==> src/rtl/arith_pkg.sv <==
// Shared opcodes, FSM state encoding and status-flag bundle for seq_arith_unit.
package arith_pkg;

  localparam logic [2:0] OP_ADD = 3'b000;
  localparam logic [2:0] OP_SUB = 3'b001;
  localparam logic [2:0] OP_INC = 3'b010;
  localparam logic [2:0] OP_DEC = 3'b011;
  localparam logic [2:0] OP_MUL = 3'b100;

  typedef enum logic [1:0] {
    ST_IDLE     = 2'd0,
    ST_MUL_BUSY = 2'd1,
    ST_DONE     = 2'd2
  } state_e;

  typedef struct packed {
    logic carry;
    logic zero;
    logic negative;
    logic overflow;
    logic err;
  } flags_t;

endpackage

==> src/rtl/seq_arith_unit_if.sv <==
// Operand/result handshake bundle for seq_arith_unit (master = upstream/downstream driver, slave = unit).
interface seq_arith_unit_if #(
  parameter int unsigned DATA_WIDTH = 8
);
  logic                  in_valid;
  logic                  in_ready;
  logic [DATA_WIDTH-1:0] a;
  logic [DATA_WIDTH-1:0] b;
  logic [2:0]            arith_op;
  logic                  out_valid;
  logic                  out_ready;
  logic [DATA_WIDTH-1:0] result;
  logic [DATA_WIDTH-1:0] result_hi;
  logic                  carry_out;
  logic                  zero;
  logic                  negative;
  logic                  overflow;
  logic                  err;

  modport master (
    output in_valid, a, b, arith_op, out_ready,
    input  in_ready, out_valid, result, result_hi, carry_out, zero, negative, overflow, err
  );

  modport slave (
    input  in_valid, a, b, arith_op, out_ready,
    output in_ready, out_valid, result, result_hi, carry_out, zero, negative, overflow, err
  );
endinterface

==> src/rtl/seq_arith_unit_shift_add_mult.sv <==
// Sequential shift-add multiplier: one partial-product step per cycle over DATA_WIDTH cycles.
module shift_add_mult #(
  parameter int unsigned DATA_WIDTH = 8
) (
  input  logic                    clk,
  input  logic                    rst,
  input  logic                    start_i,
  input  logic [DATA_WIDTH-1:0]   a_i,
  input  logic [DATA_WIDTH-1:0]   b_i,
  output logic                    busy_o,
  output logic                    done_o,
  output logic [2*DATA_WIDTH-1:0] product_o
);
  localparam int unsigned CW = $clog2(DATA_WIDTH + 1);

  logic [2*DATA_WIDTH-1:0] mcand_q;
  logic [DATA_WIDTH-1:0]   mplier_q;
  logic [2*DATA_WIDTH-1:0] acc_q, acc_d;
  logic [CW-1:0]           count_q;

  assign acc_d = acc_q + (mplier_q[0] ? mcand_q : '0);

  always_ff @(posedge clk or posedge rst) begin
    if (rst) begin
      mcand_q  <= '0;
      mplier_q <= '0;
      acc_q    <= '0;
      count_q  <= '0;
    end else if (start_i) begin
      mcand_q  <= {{DATA_WIDTH{1'b0}}, a_i};
      mplier_q <= b_i;
      acc_q    <= '0;
      count_q  <= CW'(DATA_WIDTH);
    end else if (busy_o) begin
      mcand_q  <= mcand_q << 1;
      mplier_q <= mplier_q >> 1;
      acc_q    <= acc_d;
      count_q  <= count_q - CW'(1);
    end
  end

  // The final step's sum is exposed combinationally so the product lands in the same edge.
  assign busy_o    = (count_q != '0);
  assign done_o    = (count_q == CW'(1));
  assign product_o = acc_d;

endmodule

==> src/rtl/seq_arith_unit.sv <==
// Registered, handshaked ADD/SUB/INC/DEC unit with optional sequential MUL (define SEQ_ARITH_MUL_EN).
module seq_arith_unit
  import arith_pkg::*;
#(
  parameter int unsigned DATA_WIDTH = 8
) (
  input  logic              clk,
  input  logic              rst,
  seq_arith_unit_if.slave   bus
);
  localparam int unsigned W = DATA_WIDTH;

  state_e        state_q, state_d;
  logic [W-1:0]  result_q, result_d;
  flags_t        flags_q, flags_d;
  logic          accept;
  logic          take_mul;

  logic [W-1:0]  alu_res;
  flags_t        alu_flags;
  logic [W-1:0]  opnd_b;
  logic [W:0]    wide;
  logic          is_sub;
  logic          legal;

  assign bus.in_ready = (state_q == ST_IDLE) || ((state_q == ST_DONE) && bus.out_ready);
  assign accept       = bus.in_valid && bus.in_ready;

  always_comb begin
    opnd_b    = bus.b;
    is_sub    = 1'b0;
    legal     = 1'b1;
    alu_res   = '0;
    alu_flags = '0;
    case (bus.arith_op)
      OP_ADD:  ;
      OP_SUB:  is_sub = 1'b1;
      OP_INC:  opnd_b = W'(1);
      OP_DEC: begin
        opnd_b = W'(1);
        is_sub = 1'b1;
      end
      default: legal = 1'b0;
    endcase
    wide = is_sub ? ({1'b0, bus.a} - {1'b0, opnd_b}) : ({1'b0, bus.a} + {1'b0, opnd_b});
    if (legal) begin
      alu_res            = wide[W-1:0];
      alu_flags.carry    = wide[W];
      alu_flags.zero     = (wide[W-1:0] == '0);
      alu_flags.negative = wide[W-1];
      alu_flags.overflow = is_sub
        ? ((bus.a[W-1] != opnd_b[W-1]) && (wide[W-1] != bus.a[W-1]))
        : ((bus.a[W-1] == opnd_b[W-1]) && (wide[W-1] != bus.a[W-1]));
    end else begin
      alu_flags.err = 1'b1;
    end
  end

`ifdef SEQ_ARITH_MUL_EN
  logic             mul_busy, mul_done;
  logic [2*W-1:0]   mul_prod;
  logic [W-1:0]     result_hi_q, result_hi_d;

  assign take_mul = accept && (bus.arith_op == OP_MUL);

  shift_add_mult #(.DATA_WIDTH(W)) u_mult (
    .clk       (clk),
    .rst       (rst),
    .start_i   (take_mul),
    .a_i       (bus.a),
    .b_i       (bus.b),
    .busy_o    (mul_busy),
    .done_o    (mul_done),
    .product_o (mul_prod)
  );

  always_ff @(posedge clk or posedge rst) begin
    if (rst) result_hi_q <= '0;
    else     result_hi_q <= result_hi_d;
  end

  assign bus.result_hi = result_hi_q;
`else
  assign take_mul      = 1'b0;
  assign bus.result_hi = '0;
`endif

  always_comb begin
    state_d  = state_q;
    result_d = result_q;
    flags_d  = flags_q;
`ifdef SEQ_ARITH_MUL_EN
    result_hi_d = result_hi_q;
`endif
    case (state_q)
      ST_IDLE: ;
`ifdef SEQ_ARITH_MUL_EN
      ST_MUL_BUSY: begin
        if (mul_done) begin
          result_d         = mul_prod[W-1:0];
          result_hi_d      = mul_prod[2*W-1:W];
          flags_d          = '0;
          flags_d.zero     = (mul_prod == '0);
          flags_d.negative = mul_prod[2*W-1];
          state_d          = ST_DONE;
        end else if (!mul_busy) begin
          state_d = ST_IDLE;
        end
      end
`endif
      ST_DONE: if (bus.out_ready) state_d = ST_IDLE;
      default: state_d = ST_IDLE;
    endcase

    // Result registers keep their previous contents while a multiply is in flight.
    if (take_mul) begin
      state_d = ST_MUL_BUSY;
    end else if (accept) begin
      result_d = alu_res;
      flags_d  = alu_flags;
      state_d  = ST_DONE;
`ifdef SEQ_ARITH_MUL_EN
      result_hi_d = '0;
`endif
    end
  end

  always_ff @(posedge clk or posedge rst) begin
    if (rst) begin
      state_q  <= ST_IDLE;
      result_q <= '0;
      flags_q  <= '0;
    end else begin
      state_q  <= state_d;
      result_q <= result_d;
      flags_q  <= flags_d;
    end
  end

  assign bus.out_valid = (state_q == ST_DONE);
  assign bus.result    = result_q;
  assign bus.carry_out = flags_q.carry;
  assign bus.zero      = flags_q.zero;
  assign bus.negative  = flags_q.negative;
  assign bus.overflow  = flags_q.overflow;
  assign bus.err       = flags_q.err;

endmodule
==> src/flat_wrapper.sv <==
// flat-port wrapper written by rule: the top's interface ports become plain ports
module seq_arith_unit_flat import arith_pkg::*;
#(
  parameter int unsigned DATA_WIDTH = 8
)
  (clk, rst, bus_in_valid, bus_a, bus_b, bus_arith_op, bus_out_ready, bus_in_ready, bus_out_valid, bus_result, bus_result_hi, bus_carry_out, bus_zero, bus_negative, bus_overflow, bus_err);
  seq_arith_unit_if #(.DATA_WIDTH(DATA_WIDTH)) bus_i ();
  input  logic clk;
  input  logic rst;
  input wire logic [$bits(bus_i.in_valid)-1:0] bus_in_valid;
  input wire logic [$bits(bus_i.a)-1:0] bus_a;
  input wire logic [$bits(bus_i.b)-1:0] bus_b;
  input wire logic [$bits(bus_i.arith_op)-1:0] bus_arith_op;
  input wire logic [$bits(bus_i.out_ready)-1:0] bus_out_ready;
  output wire logic [$bits(bus_i.in_ready)-1:0] bus_in_ready;
  output wire logic [$bits(bus_i.out_valid)-1:0] bus_out_valid;
  output wire logic [$bits(bus_i.result)-1:0] bus_result;
  output wire logic [$bits(bus_i.result_hi)-1:0] bus_result_hi;
  output wire logic [$bits(bus_i.carry_out)-1:0] bus_carry_out;
  output wire logic [$bits(bus_i.zero)-1:0] bus_zero;
  output wire logic [$bits(bus_i.negative)-1:0] bus_negative;
  output wire logic [$bits(bus_i.overflow)-1:0] bus_overflow;
  output wire logic [$bits(bus_i.err)-1:0] bus_err;
  assign bus_i.in_valid = bus_in_valid;
  assign bus_i.a = bus_a;
  assign bus_i.b = bus_b;
  assign bus_i.arith_op = bus_arith_op;
  assign bus_i.out_ready = bus_out_ready;
  assign bus_in_ready = bus_i.in_ready;
  assign bus_out_valid = bus_i.out_valid;
  assign bus_result = bus_i.result;
  assign bus_result_hi = bus_i.result_hi;
  assign bus_carry_out = bus_i.carry_out;
  assign bus_zero = bus_i.zero;
  assign bus_negative = bus_i.negative;
  assign bus_overflow = bus_i.overflow;
  assign bus_err = bus_i.err;
  seq_arith_unit #(.DATA_WIDTH(DATA_WIDTH)) u_core (.clk(clk), .rst(rst), .bus(bus_i));
endmodule
==> config.mk <==
export PLATFORM = sky130hd
export DESIGN_NAME = seq_arith_unit_flat
export DESIGN_NICKNAME = d
export VERILOG_FILES = /design/src/rtl/arith_pkg.sv /design/src/rtl/seq_arith_unit_if.sv /design/src/rtl/seq_arith_unit_shift_add_mult.sv /design/src/rtl/seq_arith_unit.sv /design/src/flat_wrapper.sv
export SDC_FILE = /design/constraint.sdc
export NUM_CORES = 1
export LEC_CHECK = 0
export ABC_AREA = 1
export CAP_MARGIN = 30
export CORE_MARGIN = 8
export CORE_UTILIZATION = 41
export DETAILED_ROUTE_END_ITERATION = 6
export PLACE_DENSITY = 0.76
export SLEW_MARGIN = 20
export SYNTH_ARGS = -nofsm -noshare
export SYNTH_HDL_FRONTEND = slang
export SYNTH_SLANG_ARGS = --single-unit
export TNS_END_PERCENT = 30
==> constraint.sdc <==
create_clock -name clk -period 1.2 [get_ports clk]
set_clock_uncertainty 0.1 [all_clocks]
set_input_delay 0.12 -clock clk [delete_from_list [all_inputs] [get_ports clk]]
set_output_delay 0.12 -clock clk [all_outputs]
set_load 0.1 [all_outputs]
# ---- After elaboration in Yosys (flattened, before gate mapping)
# Index checks and enable logic that the tools add are counted.
dict set report op_classes {
  eq_ne 9
  n_reduce_logical 12
  n_mux 11
  shift 0
  addsub 2
  multipliers 0
  div_mod_pow 0
  n_bitwise 0
  n_lt_le_gt_ge 0
}
# op count
set ops {}
lappend ops {{8-bit 2-to-1 mux} 2}
lappend ops {{8-bit by 8-bit adder with 9-bit output} 1}
lappend ops {{9-bit 2-to-1 mux} 1}
lappend ops {{8-bit by 8-bit subtractor with 9-bit output} 1}
lappend ops {{8-bit logical NOT} 1}
lappend ops {{3-bit by 2-bit == test with 1-bit output (second input constant)} 2}
lappend ops {{1-bit logical AND} 4}
lappend ops {{1-bit 2-to-1 mux} 4}
lappend ops {{2-bit 2-to-1 mux} 2}
lappend ops {{4-bit 2-to-1 mux} 1}
lappend ops {{2-bit one-hot mux with 2 select lines} 1}
lappend ops {{2-bit OR reduction} 2}
lappend ops {{4-bit OR reduction} 1}
lappend ops {{3-bit by 1-bit == test with 1-bit output (second input constant)} 1}
lappend ops {{3-bit logical NOT} 1}
lappend ops {{3-bit by 2-bit inequality test with 1-bit output (second input constant)} 1}
lappend ops {{2-bit == test (second input constant)} 1}
lappend ops {{2-bit logical NOT} 1}
lappend ops {{1-bit inequality test} 2}
lappend ops {{2-bit by 1-bit inequality test with 1-bit output (second input constant)} 1}
lappend ops {{2-bit AND reduction} 1}
lappend ops {{1-bit == test} 1}
lappend ops {{1-bit logical OR} 1}
dict set report totals {
  memories 0
  elab_cells 41
  inputBits 23
  ramBits 0
  latch_bits 0
  register_bits 15
  mem_bits_ro 0
}

# ---- Logic depth before layout (Yosys ltp)
dict set report depth {
  word_depth 9
  ltp_mapped 20
  depth_no_buf 20
}

# ---- Worst setup path before layout
# OpenSTA, ideal clock, no wires.
dict set report synth_path {
  path_type {register to register}
  from {reg u_core.state_q[1]}
  to {reg u_core.state_q[1]}
  synth_period_minus_slack_ns 2.135
  setup_ns 0.088
  path_slack_ns -0.935
  arrival_ns 1.947
  path_stages_with_launch 3
  n_path_buf 0
  cell_sequence {dfrtp_1 nand2_1 nand2_1}
}
dict set report synth_between {
  elab_chain_len 6
  elab_cells_between_ends 10
  classes_between {eq/ne: 3; mux: 2; reduce/logical: 5}
}
# element line
set synth_rtl {}
lappend synth_rtl {{start: declaration} seq_arith_unit.sv:13} ;# state_e state_q, state_d;
lappend synth_rtl {{start signal: assignment} seq_arith_unit.sv:134} ;# state_q <= state_d;
lappend synth_rtl {{2-bit == test} seq_arith_unit.sv:26} ;# assign bus.in_ready = (state_q == ST_IDLE) || ((state_q == ST_DONE) && bus.out_ready);
lappend synth_rtl {{1-bit logical AND} seq_arith_unit.sv:26}
lappend synth_rtl {{1-bit logical OR (*)} seq_arith_unit.sv:26}
lappend synth_rtl {{via bus_in_ready} flat_wrapper.sv:15} ;# output wire logic [$bits(bus_i.in_ready)-1:0] bus_in_ready;
lappend synth_rtl {{1-bit logical AND (*)} seq_arith_unit.sv:27} ;# assign accept = bus.in_valid && bus.in_ready;
lappend synth_rtl {{3-bit by 2-bit inequality test with 1-bit output (no line) / 2-bit by 1-bit inequality test with 1-bit output (equally long branches)} -}
lappend synth_rtl {{2-bit AND reduction (no line)} -}
# The timed path passes the listed nets; every way through them passes the cells marked *.
# A chain may end at the register's enable or synchronous reset.

# ---- Worst setup path in the final report
dict set report layout_path {
  from {in bus_arith_op[2]}
  to {reg u_core.flags_q (netlist bit u_core.bus.carry_out)}
}
dict set report layout_between {
  elab_chain_len 6
  elab_cells_between_ends 14
  classes_between {add/sub: 2; eq/ne: 3; mux: 5; reduce/logical: 4}
}
# element line
set layout_rtl {}
lappend layout_rtl {{start: declaration} flat_wrapper.sv:13} ;# input wire logic [$bits(bus_i.arith_op)-1:0] bus_arith_op;
lappend layout_rtl {{3-bit by 2-bit == test with 1-bit output} seq_arith_unit.sv:35} ;# case (bus.arith_op)
lappend layout_rtl {{2-bit OR reduction (no line)} -}
lappend layout_rtl {{8-bit 2-to-1 mux} seq_arith_unit.sv:35}
lappend layout_rtl {{8-bit by 8-bit adder with 9-bit output / 8-bit by 8-bit subtractor with 9-bit output (equally long branches)} seq_arith_unit.sv:45} ;# wide = is_sub ? ({1'b0, bus.a} - {1'b0, opnd_b}) : ({1'b0, bus.a} + {1'b0, opnd_b});
lappend layout_rtl {{9-bit 2-to-1 mux} seq_arith_unit.sv:45}
lappend layout_rtl {{4-bit 2-to-1 mux (*)} seq_arith_unit.sv:46} ;# if (legal) begin
lappend layout_rtl {{end signal: assignment} seq_arith_unit.sv:136} ;# flags_q <= flags_d;
lappend layout_rtl {{end: declaration} seq_arith_unit.sv:15} ;# flags_t flags_q, flags_d;
# Every way passes the cells marked *; elsewhere a longest branch is shown, timed or not.

==> impl_results.md <==
- Vias: ~1500
- Leakage: 1.318 nW
- Final min period: just under 2 ns
- Number of synthesized register bits: 13
- Vias per std cell: 4.690
- Hold crit path type: input port to async pin
- Number of routed nets with antenna violations: 0
- Die area: ~5300 um^2
- Initial antenna violation count: 0
- Sequential area share after synthesis: between 20% and 30%
- Largest net degree at the start of global routing: 14
- CTS tree: built
- GRT overflow: 0
- Global-route wire length before repair: around 6600 um
- # DRC: 0
- Placement Rows: 20
- Die H: 72.93 um
- Starting density of the core: between 40% and 50%
- Die width: 72.93 um
- Post-route clock period utilization: 164.5%
- Worst path cell trace: buf_12 > inv_16 > nand2_8 > nand2_4 > inv_4 > ha_4 > nand3_2 > nand2_2 > xor2_1 > ha_1 > nand2_2 > inv_2 > nand2_1 > and2_4 > nand2_2 > nand3b_1 > nand3_1 > nand2_1
- Root buffer cell: clkbuf_4
- Synth top area cells: dfrtp_1 24%, nand2_1 21%, ha_1 9.4%
- GP Congestion: around 0.79
- Max_cap viols: 0
- Slew Viols, Final: 0
- Max Root-Sink Buffers: 2
- Worst path bufs/invs: 4
- GR Util met2: 28.93%
- Critical Path Slowest Stage Cell: ha_1
- DRT iter0 DRCs: 55
- H-tree Lvls: 1
- Hold_buf cts: 0
- Total Routed Length: ~4400 um
- Antenna diodes: 0
- Status: finished, violations left
- Largest fanout on the critical path: 7
- Netlist Area Pre-Place: roughly 1300 um^2
- 1st-pass router iterations: 4
- Setup TNS: -5.732 ns
- Post-synth EDFFs: 0
- Vias in the first global route: between 1500 and 2000
- I/O Pins: 46
- Final hold viol count: 0
- Cell Pwr Density: roughly 1300 nW/um^2
- Most frequent cells in the layout: 55 x nand2_1, 37 x buf_4, 21 x inv_1
- Multi-input logic area: between 1000 and 1500 um^2
- GRT busiest layer: met2
- TritonCTS Sinks: 13
- Final setup viols: 12
- Register Area: 325.3 um^2
- Clk slew on worst S/H paths: 0.09 ns
- Core area: 3078 um^2
- Critical path capture point type: flop
- Layout cells sized above 1: between 40% and 50%
- Nets: 320
- Hold_ws: 0.02462 ns
- Met1 Resource Use GR: between 15 and 20%
- Total Routing Usage GR: 15.03%
- PortBufs: 37
- Startpoint Class: input port
- Data required, critical path: between 1 and 1.5 ns
- # fillers: ~190
- Dominant cell type by area after synthesis: dfrtp_1
- RSZ-0062 raised after global routing: yes
- Post-DP HPWL: 2925 um
- Asr flop ratio synth: 100.0%
- Commonest non-fill, non-tap cell in the layout: nand2_1
- Mapped Avg Cell Area: 6.482 um^2
- Final WS setup: -0.7734 ns
- WL/cell: 13.26 um
- Yosys warnings: 0
- Unique masters post-synth: 25
- Max Clock Freq: ~0.5 GHz
- Most frequent cell on the critical path: nand2_2
- Layout area overhead: 86.82%
- Top delay family on crit path: simple AND/OR/NAND/NOR gates
- Crit Path Class: input port to flop
- Crit-path max cell delay: 0.38 ns
- Failing checks: setup timing
- CTS buffer count: 3
- Worst skew pair latency: ~0.28 ns
- Mapped Cells: around 200
- CP arrival: between 2 and 2.5 ns
- Synth top area share: between 20% and 30%
- Worst vdd ir: a little under 0.5 mV
- Global Route met3 Usage: under 10%
- Ys flop type: dfrtp_1
[where the power goes]
group          total, mW  switching, mW  leakage (nW)  internal, mW
logic               2.26           1.37          1.14         0.888
clock network      0.275          0.146        0.0150         0.129
registers          0.592         0.0828         0.167         0.509
total               3.12           1.60          1.32          1.53
[Yosys cell counts, types with 2 or more instances]
cell / instances
nor2_1: 12
a21oi_1: 2
ha_1: 10
xnor2_1: 2
dfrtp_1: 13
buf_4: 9
nand3b_1: 4
xor2_1: 5
nand2_2: 8
inv_1: 28
o21ai_0: 7
nand2_1: 74
nand4_1: 3
o21ai_1: 2
nand3_1: 12
inv_2: 5
[repair_timing]
action	CTS	global route
endpoints found under the setup margin	14	16
gates resized for setup	41	51
setup buffers	8	6
pin swaps	28	35
[registers in the layout, summed over array words and instances (netlist names)]
signal	count
u_core.bus.overflow	1
u_core.bus.zero	1
u_core.bus.err	1
u_core.bus.result	8
u_core.bus.carry_out	1
u_core.state_q	1
[routing by layer]
metal	wire length [um]	vias to the layer above
li1	-	775
met1	1662	702
met2	2364	57
met3	253	9
met4	80	0
met5	0	-
[cell families (layout without fill, tap and decap cells)]
family | after synthesis | count (layout) | synth area share [%]
AND/OR/NAND/NOR | 116 | 116 | 38.32
buffers and inverters | 43 | 116 | 14.69
AO/OA/AOI/OAI | 14 | 14 | 6.686
flip-flops | 13 | 13 | 24.48
adder cells (fa/ha/maj) | 11 | 11 | 10.92
XOR/XNOR | 7 | 7 | 4.614
other | 1 | 8 | 0.2822
[tightest hold or removal path, stage by stage]
cell and delay (ns):
clkdlybuf4s50_1 0.40, inv_1 0.05, buf_4 0.20
[metrics by stage]
step | utilization, % | cell area [um^2] | total power [mW] | instances | setup slack [ns]
2_1_floorplan | - | 1433 | 1.859 | 212 | -0.7122
3_3_place_gp | 70.00 | 2155 | 2.526 | 312 | -1.437
3_5_place_dp | 70.00 | 2155 | 2.554 | 312 | -1.480
4_1_cts | 76.14 | 2344 | 2.930 | 324 | -0.7537
5_1_grt | 80.65 | 2482 | 3.285 | 329 | -0.8717
6_report | 80.65 | 2482 | 3.124 | 329 | -0.7734
[final timing paths]
kind | startpoint | end | slack (ns) | cells after the start
setup / recovery | bus_arith_op[2] | u_core.bus.carry_out$_DFFE_PP0P_ | -0.77 | 18
hold / removal | rst | u_core.bus.result[3]$_DFFE_PP0P_ | 0.02 | 3
setup reg to reg | u_core.state_q[1]$_DFFE_PP0P_ | u_core.bus.zero$_DFFE_PP0P_ | -0.09 | 7
hold reg to reg | u_core.bus.result[3]$_DFFE_PP0P_ | u_core.bus.result[3]$_DFFE_PP0P_ | 0.46 | 2
max in group asynchronous | rst | u_core.bus.carry_out$_DFFE_PP0P_ | 0.81 | 3
min in group clk | bus_b[0] | u_core.bus.result[0]$_DFFE_PP0P_ | 0.36 | 7
[area by class of cell]
class                   count  area share, %
repair buffers             79          34.32
inverters                  33          5.847
clock buffers               4          1.058
well taps                  44          2.218
multi-input cells         156          43.45
flip-flops and latches     13          13.10
Power figures use the tool's default switching activity.
